[config.mk]
export PLATFORM = sky130hd
export DESIGN_NAME = id_ex_stage_reg
export DESIGN_NICKNAME = d
export VERILOG_FILES = /design/src/rtl/id_ex_stage_reg.sv
export SDC_FILE = /design/constraint.sdc
export NUM_CORES = 1
export LEC_CHECK = 0
export BUFFER_PORTS_ARGS = -buffer_cell sky130_fd_sc_hd__buf_4
export CAP_MARGIN = 20
export CORE_MARGIN = 3
export CORE_UTILIZATION = 35
export CTS_BUF_LIST = sky130_fd_sc_hd__clkbuf_16
export DETAILED_ROUTE_END_ITERATION = 8
export PLACE_DENSITY = 0.68
export SLEW_MARGIN = 10
export SYNTH_ARGS = -nofsm -noshare
export SYNTH_HDL_FRONTEND = slang
export SYNTH_SLANG_ARGS = --single-unit
[constraint.sdc]
create_clock -name clk -period 3.6 [get_ports clk]
set_input_delay 0.72 -clock clk [delete_from_list [all_inputs] [get_ports clk]]
set_output_delay 0.72 -clock clk [all_outputs]
set_load 0.02 [all_outputs]
[src/rtl/id_ex_stage_reg.sv]
`default_nettype none
// ============================================================================
// Module   : id_ex_stage_reg
// Purpose  : ID/EX pipeline register. Latches the decoded control bundle,
//            operands, immediate, register indices and pc+4 into EX, detects
//            load-use hazards (stall IF/ID, inject a NOP bubble), honours
//            branch/jump flush and downstream hold, and counts load-use
//            bubbles in a saturating counter.
// Revision : 1.0 - initial release
// ============================================================================
module id_ex_stage_reg #(
    parameter int DATA_W = 32,
    parameter int REG_AW = 5,
    parameter int CNT_W  = 16
) (
    input  logic              clk,
    input  logic              rst_n,
    input  logic              id_valid,
    input  logic [19:0]       id_ctrl,
    input  logic [DATA_W-1:0] id_pc4,
    input  logic [DATA_W-1:0] id_rs_data,
    input  logic [DATA_W-1:0] id_rt_data,
    input  logic [DATA_W-1:0] id_imm,
    input  logic [REG_AW-1:0] id_rs,
    input  logic [REG_AW-1:0] id_rt,
    input  logic [REG_AW-1:0] id_rd,
    input  logic              flush,
    input  logic              ex_hold,
    output logic              ex_valid,
    output logic [19:0]       ex_ctrl,
    output logic [DATA_W-1:0] ex_pc4,
    output logic [DATA_W-1:0] ex_rs_data,
    output logic [DATA_W-1:0] ex_rt_data,
    output logic [DATA_W-1:0] ex_imm,
    output logic [REG_AW-1:0] ex_rs,
    output logic [REG_AW-1:0] ex_rt,
    output logic [REG_AW-1:0] ex_wreg,
    output logic              stall,
    output logic [CNT_W-1:0]  bubble_cnt
);

    // Bit positions inside the 20-bit control bundle
    // {pad[19:17], LS_bit[16:15], RegDst, Branch[13:12], MemtoReg, ALUSrc,
    //  ALUOp[9:6], MemWrite, RegWrite, Jump, Ext_op, PctoReg, JR}
    localparam int c_B_PCTOREG   = 1;
    localparam int c_B_JUMP      = 3;
    localparam int c_B_REGWRITE  = 4;
    localparam int c_B_MEMWRITE  = 5;
    localparam int c_B_ALUSRC    = 10;
    localparam int c_B_MEMTOREG  = 11;
    localparam int c_B_BRANCH_LO = 12;
    localparam int c_B_BRANCH_HI = 13;
    localparam int c_B_REGDST    = 14;

    localparam logic [REG_AW-1:0] c_LINK_REG = REG_AW'(31);
    localparam logic [CNT_W-1:0]  c_CNT_MAX  = '1;

    logic              r_ex_valid;
    logic [19:0]       r_ex_ctrl;
    logic [DATA_W-1:0] r_ex_pc4;
    logic [DATA_W-1:0] r_ex_rs_data;
    logic [DATA_W-1:0] r_ex_rt_data;
    logic [DATA_W-1:0] r_ex_imm;
    logic [REG_AW-1:0] r_ex_rs;
    logic [REG_AW-1:0] r_ex_rt;
    logic [REG_AW-1:0] r_ex_wreg;
    logic [CNT_W-1:0]  r_bubble_cnt;

    logic              w_load_ex;
    logic              w_uses_rs;
    logic              w_uses_rt;
    logic              w_hazard;
    logic              w_stall;
    logic [REG_AW-1:0] w_id_wreg;

    // A load in EX only matters when it really writes a non-zero register
    assign w_load_ex = r_ex_valid
                     & r_ex_ctrl[c_B_MEMTOREG]
                     & r_ex_ctrl[c_B_REGWRITE]
                     & (r_ex_wreg != '0);

    // Jumps ignore rs; rt is read by R-type ALU ops, stores and branches
    assign w_uses_rs = ~id_ctrl[c_B_JUMP];
    assign w_uses_rt = ~id_ctrl[c_B_ALUSRC]
                     | id_ctrl[c_B_MEMWRITE]
                     | (id_ctrl[c_B_BRANCH_HI:c_B_BRANCH_LO] != 2'b00);

    assign w_hazard = id_valid & w_load_ex
                    & ((w_uses_rs & (r_ex_wreg == id_rs))
                     | (w_uses_rt & (r_ex_wreg == id_rt)));

    // A flush discards the dependent instruction and a hold freezes EX
    // anyway, so neither case needs the front end frozen for the hazard
    assign w_stall = w_hazard & ~flush & ~ex_hold;

    // Destination register chosen at latch time: link register for JAL
    assign w_id_wreg = id_ctrl[c_B_PCTOREG] ? c_LINK_REG :
                       id_ctrl[c_B_REGDST]  ? id_rd      : id_rt;

    // Pipeline register: flush > hold > hazard bubble > normal latch
    always_ff @(posedge clk or negedge rst_n) begin
        if (!rst_n) begin
            r_ex_valid   <= 1'b0;
            r_ex_ctrl    <= '0;
            r_ex_pc4     <= '0;
            r_ex_rs_data <= '0;
            r_ex_rt_data <= '0;
            r_ex_imm     <= '0;
            r_ex_rs      <= '0;
            r_ex_rt      <= '0;
            r_ex_wreg    <= '0;
        end else if (flush || (!ex_hold && w_hazard)) begin
            r_ex_valid   <= 1'b0;
            r_ex_ctrl    <= '0;
            r_ex_pc4     <= '0;
            r_ex_rs_data <= '0;
            r_ex_rt_data <= '0;
            r_ex_imm     <= '0;
            r_ex_rs      <= '0;
            r_ex_rt      <= '0;
            r_ex_wreg    <= '0;
        end else if (!ex_hold) begin
            r_ex_valid   <= id_valid;
            r_ex_ctrl    <= id_valid ? id_ctrl : '0;
            r_ex_pc4     <= id_pc4;
            r_ex_rs_data <= id_rs_data;
            r_ex_rt_data <= id_rt_data;
            r_ex_imm     <= id_imm;
            r_ex_rs      <= id_rs;
            r_ex_rt      <= id_rt;
            r_ex_wreg    <= id_valid ? w_id_wreg : '0;
        end
    end

    // Saturating count of bubbles injected by load-use stalls
    always_ff @(posedge clk or negedge rst_n) begin
        if (!rst_n) begin
            r_bubble_cnt <= '0;
        end else if (w_stall && (r_bubble_cnt != c_CNT_MAX)) begin
            r_bubble_cnt <= r_bubble_cnt + CNT_W'(1);
        end
    end

    assign ex_valid   = r_ex_valid;
    assign ex_ctrl    = r_ex_ctrl;
    assign ex_pc4     = r_ex_pc4;
    assign ex_rs_data = r_ex_rs_data;
    assign ex_rt_data = r_ex_rt_data;
    assign ex_imm     = r_ex_imm;
    assign ex_rs      = r_ex_rs;
    assign ex_rt      = r_ex_rt;
    assign ex_wreg    = r_ex_wreg;
    assign stall      = w_stall;
    assign bubble_cnt = r_bubble_cnt;

endmodule
`default_nettype wire

==> impl_metrics.ini <==
[route]
top_layer = met4
wl_met2_mm = 11.1
wl_met1_mm = 8.86
dr_wl_met3_mm = 1.59
wl_per_cell_um = 17.2
num_vias = 6015
drt_first_pass_iters = 4
drtAntennaViolNets = 0
vias_per_cell = 4.73
drt-total-wl_mm = 21.9
drc = 0
drt_iter0_markers = 238

[global_routing]
grt_max_degree = 78
grt_pass1_wl_mm = 33.7
first_global_vias = 6160
grt-ovfl-total = 0
track_usage_pct = 17.9
grt_antenna_before_repair = 0

[timing]
slew_violations = 0
min_period_ps = 2890
max_slew_margin_pct = 42.9
finalSetupViolations = 0
fin_crit_sh_pct = 80.2
rsz0062_at_grt = false
fmax_mhz = 346
skew_ps = 9.96
finalHoldViolations = 0
setup_tns_ps = 0
tightest_slew_ps = 857

[power_and_ir_drop]
power.share.clock_pct = 38.3
p_leak_nw = 5.86
power_frac_seq_pct = 45.6
power_switching_mw = 1.32
combPwrFrac_pct = 16.0
p_per_area_nw_per_um2 = 433
vdd_drop_max_uv = 280
p_int_mw = 3.46
swShare_pct = 27.6

[synth]
synth_edf_count = 0
synthCells = 649
yosysUniqueCellTypes = 35
synthFlopType = dfrtp_1
ys_warn_count = 0
syn_area_um2 = 7620
synth_seq_cells = 180
yosysSeqAreaShare_pct = 59.1
syn_area_per_cell_um2 = 11.7
async_reset_ff_share_pct = 100
syn_nets = 818

[clocking]
cts.clk_slew.worst_paths_ps = 70
cts_resized = 0
clock_latency_ps = 420
clock-sinks = 180
cts_hold_buf = 0
clk_path_buf_depth = 2
numCtsBuffers = 17
post_cts_buffers = 0
cts-htree-levels = 4
cts_root_buf = clkbuf_16
cts_tree = yes

[layout]
regArea_um2 = 4500
area_growth_pct = 44.9
fin_nets = 1153
finalNonFillerCells = 1272
fill_cells = 1935
post-route-util_pct = 52.0
drive_above_1_share_pct = 40.2
multiInputGateArea_um2 = 2870
n_antenna_cell = 0

[die]
rows = 53
start_util_pct = 35.9
coreArea_um2 = 21200
die-area_um2 = 23600
num_io_pins = 349
chipWidth_um = 154
die_y_um = 154

[placed_design]
dpl.hpwl_mm = 15.9
dp.cells = 1240
place.gp.congestion = 0.803
port_buffers = 348

[setup_path]
worstSetupStartpointType = register
crit_path_end_kind = output pin
path_max_fanout = 7
worstSetupPathType = register to output pin
cp.required_ps = 2880
critPathArrivalTime_ps = 2170

[flow_run]
cap_violations = 0

[run_status]
outcome = complete, no violations

[min_path]
min_path_type = input pin to async pin
==> placed cells by master, fill, tap and decap left out, types with 2 or more instances in the layout <==
| cell | netlist | routed |
|---|---|---|
| a21oi_1 | 7 | 7 |
| a22oi_1 | 20 | 20 |
| and3_1 | 3 | 3 |
| buf_12 | 0 | 4 |
| buf_4 | 1 | 352 |
| clkbuf_16 | 0 | 17 |
| clkinvlp_4 | 0 | 4 |
| dfrtp_1 | 180 | 180 |
| inv_1 | 1 | 2 |
| inv_6 | 0 | 4 |
| inv_8 | 0 | 3 |
| mux2_2 | 6 | 6 |
| mux2i_1 | 138 | 138 |
| nand2_1 | 8 | 8 |
| nand3_1 | 11 | 11 |
| nand3b_1 | 4 | 4 |
| nand4_1 | 6 | 6 |
| nor2_1 | 173 | 173 |
| nor3_1 | 3 | 3 |
| nor3b_1 | 2 | 2 |
| o21ai_0 | 6 | 6 |
| xnor2_1 | 24 | 24 |
==> power groups by stage <==
stage          Clock [mW]  Combinational, mW  Sequential (mW)
5_1_grt              1.96              0.830             2.19
3_5_place_dp            0              0.782             2.22
2_1_floorplan           0              0.248             2.34
3_3_place_gp            0              0.771             2.22
6_report             1.83              0.767             2.18
4_1_cts              1.88              0.782             2.18
==> cell usage after synthesis (2+ instances only) <==
library cell	number	area (um^2)
dfrtp_1	180	4500
nand2_1	8	30.0
buf_2	7	35.0
and3_1	3	18.8
nor3_1	3	15.0
clkbuf_1	23	86.3
a22oi_1	20	150
nor2_1	173	649
mux2i_1	138	1380
nor3b_1	2	15.0
o21ai_0	6	30.0
nand3_1	11	55.1
nand4_1	6	37.5
xnor2_1	24	210
buf_6	11	124
nand3b_1	4	30.0
mux2_2	6	67.6
a21oi_1	7	35.0
==> routing by layer <==
metal  up-vias  GRT usage, %
met5         -             0
met4         0          5.17
met3        24          5.15
met2       212          30.9
met1      2912          21.9
li1       2867             -
==> cell families after synthesis <==
kind of cell | Yosys count | synth area share (%)
adders and majority gates | 1 | 0.164
xor gates and xnor gates | 25 | 2.87
DFF | 180 | 59.1
AOI/OAI and AO/OA | 39 | 3.71
and+or+nand+nor | 216 | 11.7
muxes | 144 | 19.0
buffers and inverters | 44 | 3.41
==> worst max-delay path, stage by stage (launching register included) <==
cell,delay (ps)
dfrtp_1,470
or4_1,570
o211ai_2,400
nor3b_1,120
buf_4,190
==> metrics by stage <==
stage | hold WS (ps) | setup slack, ps | area, um^2 | power (mW)
2_1_floorplan | 424 | 632 | 7620 | 2.58
3_3_place_gp | 492 | 755 | 10500 | 2.99
3_5_place_dp | 495 | 768 | 10500 | 3.00
4_1_cts | 328 | 667 | 11000 | 4.84
5_1_grt | 349 | 606 | 11000 | 4.98
6_report | 304 | 713 | 11000 | 4.78
==> sequential cells by signal, summed over array words and instances (netlist names) <==
name	flops
ex_valid	1
ex_wreg	5
ex_ctrl	20
ex_rt	5
bubble_cnt	16
ex_imm	32
ex_rs	5
ex_rs_data	32
ex_pc4	32
ex_rt_data	32
==> layout make-up <==
type                            instances  share of cell area, %
Inverter                                2                 0.0680
Clock inverter                         15                   1.33
Tap cell                              275                   3.12
Clock buffer                           17                   3.85
Multi-Input combinational cell        425                   26.0
Timing Repair Buffer                  358                   24.9
Sequential cell                       180                   40.8
==> worst paths after layout <==
check,start,endpoint,slack [ps],cells after the start
min in group clk,bubble_cnt[15],bubble_cnt[15],500,1
hold reg to reg,bubble_cnt[15],bubble_cnt[15],500,1
max in group asynchronous,rst_n,ex_imm[17],2420,2
setup / recovery,ex_wreg[1],stall,710,4
setup reg to reg,ex_wreg[3],ex_ctrl[14],1220,7
hold / removal,rst_n,bubble_cnt[14],300,1
Power figures use the tool's default switching activity.
